File: src/rtl/alu_chain.sv
// Multi-byte operation sequencer around an external combinational 8-bit ALU.
// Walks the operand bytes LSB first, chaining the carry, and assembles a 32-bit result.
module alu_chain (
  input  logic        clk,
  input  logic        rst,
  input  logic        start,
  input  logic [3:0]  op_in,
  input  logic [1:0]  width,
  input  logic [31:0] a_in,
  input  logic [31:0] b_in,
  input  logic        cin_in,
  output logic [7:0]  alu_a,
  output logic [7:0]  alu_b,
  output logic [3:0]  alu_op,
  output logic        alu_cin,
  input  logic [7:0]  alu_q,
  input  logic        alu_cout,
  output logic        busy,
  output logic        done,
  output logic [31:0] result,
  output logic        cout
);

  typedef enum logic [1:0] {IDLE, RUN, DONE} state_t;

  state_t      state_q, state_d;
  logic [31:0] a_q, a_d;
  logic [31:0] b_q, b_d;
  logic [31:0] result_q, result_d;
  logic [3:0]  op_q, op_d;
  logic        carry_q, carry_d;
  logic        cout_q, cout_d;
  logic [1:0]  idx_q, idx_d;
  logic [1:0]  last_q, last_d;

  logic [7:0]  a_bytes [4];
  logic [7:0]  b_bytes [4];
  logic [31:0] result_run;

  // Byte lanes: operand slices and the result with the current lane replaced by alu_q.
  for (genvar gi = 0; gi < 4; gi++) begin : g_lane
    assign a_bytes[gi] = a_q[gi*8 +: 8];
    assign b_bytes[gi] = b_q[gi*8 +: 8];
    assign result_run[gi*8 +: 8] = (idx_q == 2'(gi)) ? alu_q : result_q[gi*8 +: 8];
  end

  always_ff @(posedge clk) begin
    if (rst) begin
      state_q  <= IDLE;
      a_q      <= '0;
      b_q      <= '0;
      result_q <= '0;
      op_q     <= '0;
      carry_q  <= 1'b0;
      cout_q   <= 1'b0;
      idx_q    <= '0;
      last_q   <= '0;
    end else begin
      state_q  <= state_d;
      a_q      <= a_d;
      b_q      <= b_d;
      result_q <= result_d;
      op_q     <= op_d;
      carry_q  <= carry_d;
      cout_q   <= cout_d;
      idx_q    <= idx_d;
      last_q   <= last_d;
    end
  end

  always_comb begin
    state_d  = state_q;
    a_d      = a_q;
    b_d      = b_q;
    result_d = result_q;
    op_d     = op_q;
    carry_d  = carry_q;
    cout_d   = cout_q;
    idx_d    = idx_q;
    last_d   = last_q;
    case (state_q)
      IDLE: begin
        if (start) begin
          a_d      = a_in;
          b_d      = b_in;
          op_d     = op_in;
          carry_d  = cin_in;
          last_d   = width;
          idx_d    = '0;
          result_d = '0;
          state_d  = RUN;
        end
      end
      RUN: begin
        result_d = result_run;
        carry_d  = alu_cout;
        // The index holds on the final byte so it never wraps past lane 3.
        if (idx_q == last_q) begin
          cout_d  = alu_cout;
          state_d = DONE;
        end else begin
          idx_d = 2'(idx_q + 2'd1);
        end
      end
      DONE:    state_d = IDLE;
      default: state_d = IDLE;
    endcase
  end

  always_comb begin
    busy    = (state_q == RUN);
    done    = (state_q == DONE);
    alu_op  = op_q;
    alu_a   = busy ? a_bytes[idx_q] : 8'h00;
    alu_b   = busy ? b_bytes[idx_q] : 8'h00;
    alu_cin = busy ? carry_q : 1'b0;
    result  = result_q;
    cout    = cout_q;
  end

endmodule

File: config.mk
export PLATFORM = sky130hd
export DESIGN_NAME = alu_chain
export DESIGN_NICKNAME = d
export VERILOG_FILES = /design/src/rtl/alu_chain.sv
export SDC_FILE = /design/constraint.sdc
export NUM_CORES = 1
export LEC_CHECK = 0
export BUFFER_PORTS_ARGS = -buffer_cell sky130_fd_sc_hd__buf_4
export CORE_AREA = 10 10 188 102
export DETAILED_ROUTE_END_ITERATION = 12
export DIE_AREA = 0 0 198 112
export GPL_ROUTABILITY_DRIVEN = 0
export PLACE_DENSITY = 0.47
export SLEW_MARGIN = 0
export SYNTH_ARGS = -nofsm -noshare
export SYNTH_HDL_FRONTEND = slang
export SYNTH_SLANG_ARGS = --single-unit
File: constraint.sdc
create_clock -name clk -period 2.05 [get_ports clk]
set_input_delay 0.1025 -clock clk [delete_from_list [all_inputs] [get_ports clk]]
set_output_delay 0.1025 -clock clk [all_outputs]
set_load 0.1 [all_outputs]
==> flow_metrics.py <==
metrics = {
    "global_route": {
        "grt_pass1_vias": 4372,
        "grt_max_degree": 72,
        "antenna_found_initial": 0,
        "overflow": 0,
        "grt_pass1_wl_um": 24200,
        "grtUsageTotal_pct": 13.5,
    },
    "clocking": {
        "numCtsBuffers": 9,
        "path_clk_slew_ps": 80,
        "cts_buffer_depth": 2,
        "cts_tree": "built",
        "htreeDepth": 3,
        "cts.sinks": 108,
        "clock_latency_ps": 350,
        "cts-root-buf": "clkbuf_16",
    },
    "min_path": {
        "hold_class": "input pin to flip-flop",
    },
    "timing": {
        "worst_slew_pin_slew_ps": 644,
        "rsz0062_at_grt": "false",
        "finalHoldViolCount": 0,
        "maxSlewHeadroom_pct": 57.0,
        "setup_tns_ps": 0,
        "drv_slew": 0,
        "min_period_ps": 1950,
        "finalSetupViolCount": 0,
        "max_freq_ghz": 0.513,
        "fin_skew_ps": 5.66,
        "min_period_over_period_pct": 95.2,
    },
    "floorplan": {
        "initial_core_util_pct": 29.4,
        "die_h_um": 112,
        "ios": 139,
        "num_rows": 33,
        "die-width_um": 198,
        "dieArea_um2": 22200,
        "core_um2": 15900,
    },
    "route": {
        "antenna_left": 0,
        "post-route-drc-count": 0,
        "wl_per_cell_um": 17.1,
        "drt_iter0_drc": 313,
        "firstDrtPassIters": 5,
        "routed_via_density": 4.82,
        "vias": 4277,
        "drt-total-wl_um": 15200,
    },
    "setup_path": {
        "max_stage_delay_ps": 500,
        "crit_chain": "buf_12 > mux4_2 > and2_2 > buf_4",
        "crit_slowest_cell": "mux4_2",
        "critPathMaxFanout": 8,
        "worstPathArrival_ps": 1850,
        "cp-end-kind": "output port",
        "crit_family": "multiplexers",
        "start_kind": "flip-flop",
        "path_class": "flip-flop to output port",
        "cp_num_buf_inv": 2,
        "required_ps": 1950,
    },
    "finish": {
        "fin_cells": 888,
        "nets": 760,
        "seqCellArea_um2": 2170,
        "layout-drive-gt1-share_pct": 29.6,
        "n_antenna_cell": 0,
        "multi_input_area_um2": 2210,
        "nFillCells": 1652,
        "syn_to_final_growth_pct": 38.2,
    },
    "pwr": {
        "vdd_ir_drop_max_mv": 0.365,
        "pwr_density_cell_nw_per_um2": 776,
        "leakage_nw": 2.56,
    },
    "place": {
        "dpl.hpwl_um": 11100,
        "dpl.cell_count": 843,
        "portBuffers": 138,
    },
    "logic_synthesis": {
        "ys_seq_elements": 108,
        "syn_inst": 530,
        "syn-num-nets": 617,
        "synth_edf_count": 0,
        "synth_cell_types": 30,
        "ys_seq_area_share_pct": 46.2,
        "synth_warnings": 0,
        "synth.avg_cell_area_um2": 8.83,
        "synth_top_flop_cell": "dfxtp_1",
        "synthesis.area_um2": 4680,
        "async_flop_share_pct": 0,
    },
    "job": {
        "maxCapViolCount": 0,
    },
    "outcome": {
        "status": "completed",
    },
}
## metrics by stage
stage / instance area [µm²] / hold WS, ps / power (mW) / setup slack (ps) / utilization (%)
global route: 6470 / 0.502 / 5.26 / 8.71 / 40.6
detailed placement: 5840 / 363 / 3.18 / 297 / 36.7
finish: 6470 / 10.9 / 5.02 / 99.0 / 40.6
CTS: 6420 / 0.239 / 5.09 / 0.469 / 40.3
global placement: 5840 / 354 / 3.17 / 363 / 36.7
floorplan: 4690 / 238 / 2.89 / 154 / -
## cells in the mapped netlist, drive strengths merged, types with 4 or more instances
cell    number  area share (%)
nand2      140              11
dfxtp      108              46
a21oi      104              11
nand4b      32             6.0
o21ai       32             3.4
buf         25             4.7
clkbuf      24             1.9
and2        17             2.3
mux4        16             7.7
ha           4             1.1
inv          4            0.32
mux2i        4            0.86
## worst register-to-register path: stages (launching register included)
cell	delay, ps
dfxtp_1	330
buf_4	210
ha_1	320
mux2i_1	500
o21ai_0	160
a21oi_1	180
## layer usage
layer | share of wire, % | vias to the layer above | global-route usage, % | wire (µm)
met5 | 0 | - | 0 | 0
li1 | - | 2111 | - | -
met3 | 7.5 | 4 | 4.93 | 1140
met1 | 50 | 2050 | 18.9 | 7540
met2 | 43 | 112 | 19.7 | 6500
met4 | 0.32 | 0 | 1.83 | 48
## power by group
part	switching, mW	internal, mW
logic	0.555	0.348
clock network	0.845	1.01
registers	0.0601	2.20
## registers in the layout (all words and copies together), names as in the netlist
register / cells
a_q: 32
alu_op: 4
cout: 1
result: 32
b_q: 32
idx_q: 2
state_q: 2
last_q: 2
carry_q: 1
## placed cells by master, fill, tap and decap left out
cell / count
a21oi_1: 104
and2_1: 9
and2_2: 8
buf_12: 4
buf_4: 149
buf_6: 1
bufinv_16: 1
clkbuf_16: 10
clkbuf_8: 1
dfxtp_1: 107
dfxtp_4: 1
dlygate4sd3_1: 26
ha_1: 4
inv_1: 3
inv_2: 1
inv_6: 4
inv_8: 1
mux2_2: 1
mux2i_1: 4
mux4_2: 16
nand2_1: 140
nand2b_1: 1
nand4_1: 1
nand4b_1: 32
nor2_1: 2
nor2b_2: 1
nor3_1: 2
nor3b_4: 1
nor4_1: 1
o2111ai_1: 1
o21a_1: 1
o21ai_0: 32
o221ai_1: 1
o31ai_1: 1
o41ai_1: 1
or3b_2: 1
xnor2_1: 2
xor2_1: 2
## path summary, 6_finish.rpt
check / cells after the start / end / from / slack [ps]
worst min-delay path: 3 / a_q[4]$_SDFFE_PP0P_ / a_in[4] / 10
worst max-delay path: 4 / alu_a[1] / idx_q[0]$_SDFFE_PP0P_ / 100
worst min register to register: 2 / b_q[8]$_SDFFE_PP0P_ / b_q[8]$_SDFFE_PP0P_ / 450
worst max register to register: 5 / result[22]$_SDFFE_PP0P_ / idx_q[1]$_SDFFE_PP0P_ / 290
## final cells by class
class,count,area share [%]
clock buffer,10,3.70
clock inverter,6,1.18
inverter,4,0.232
multi-input combinational,369,34.2
sequential,108,33.5
tap,210,4.06
timing repair buffer,181,23.1
## what timing repair did
item,in CTS,in global routing
setup buffers,2,0
gates resized for setup,1,3
cloned,0,1
hold buffers,24,2
hold endpoints to repair,24,2
endpoints found under the setup margin,12,12
## logic make-up (layout without fill, tap and decap cells)
kind of cell	Yosys count	after routing	synth area share, %
compound gates	141	141	15.4
simple gates	199	199	20.9
mux	21	21	8.79
xor+xnor	4	4	0.749
fa+ha+maj	4	4	1.07
buf+inv	53	201	6.92
flops	108	108	46.2
Note: power is estimated with default switching activity, not from simulation.
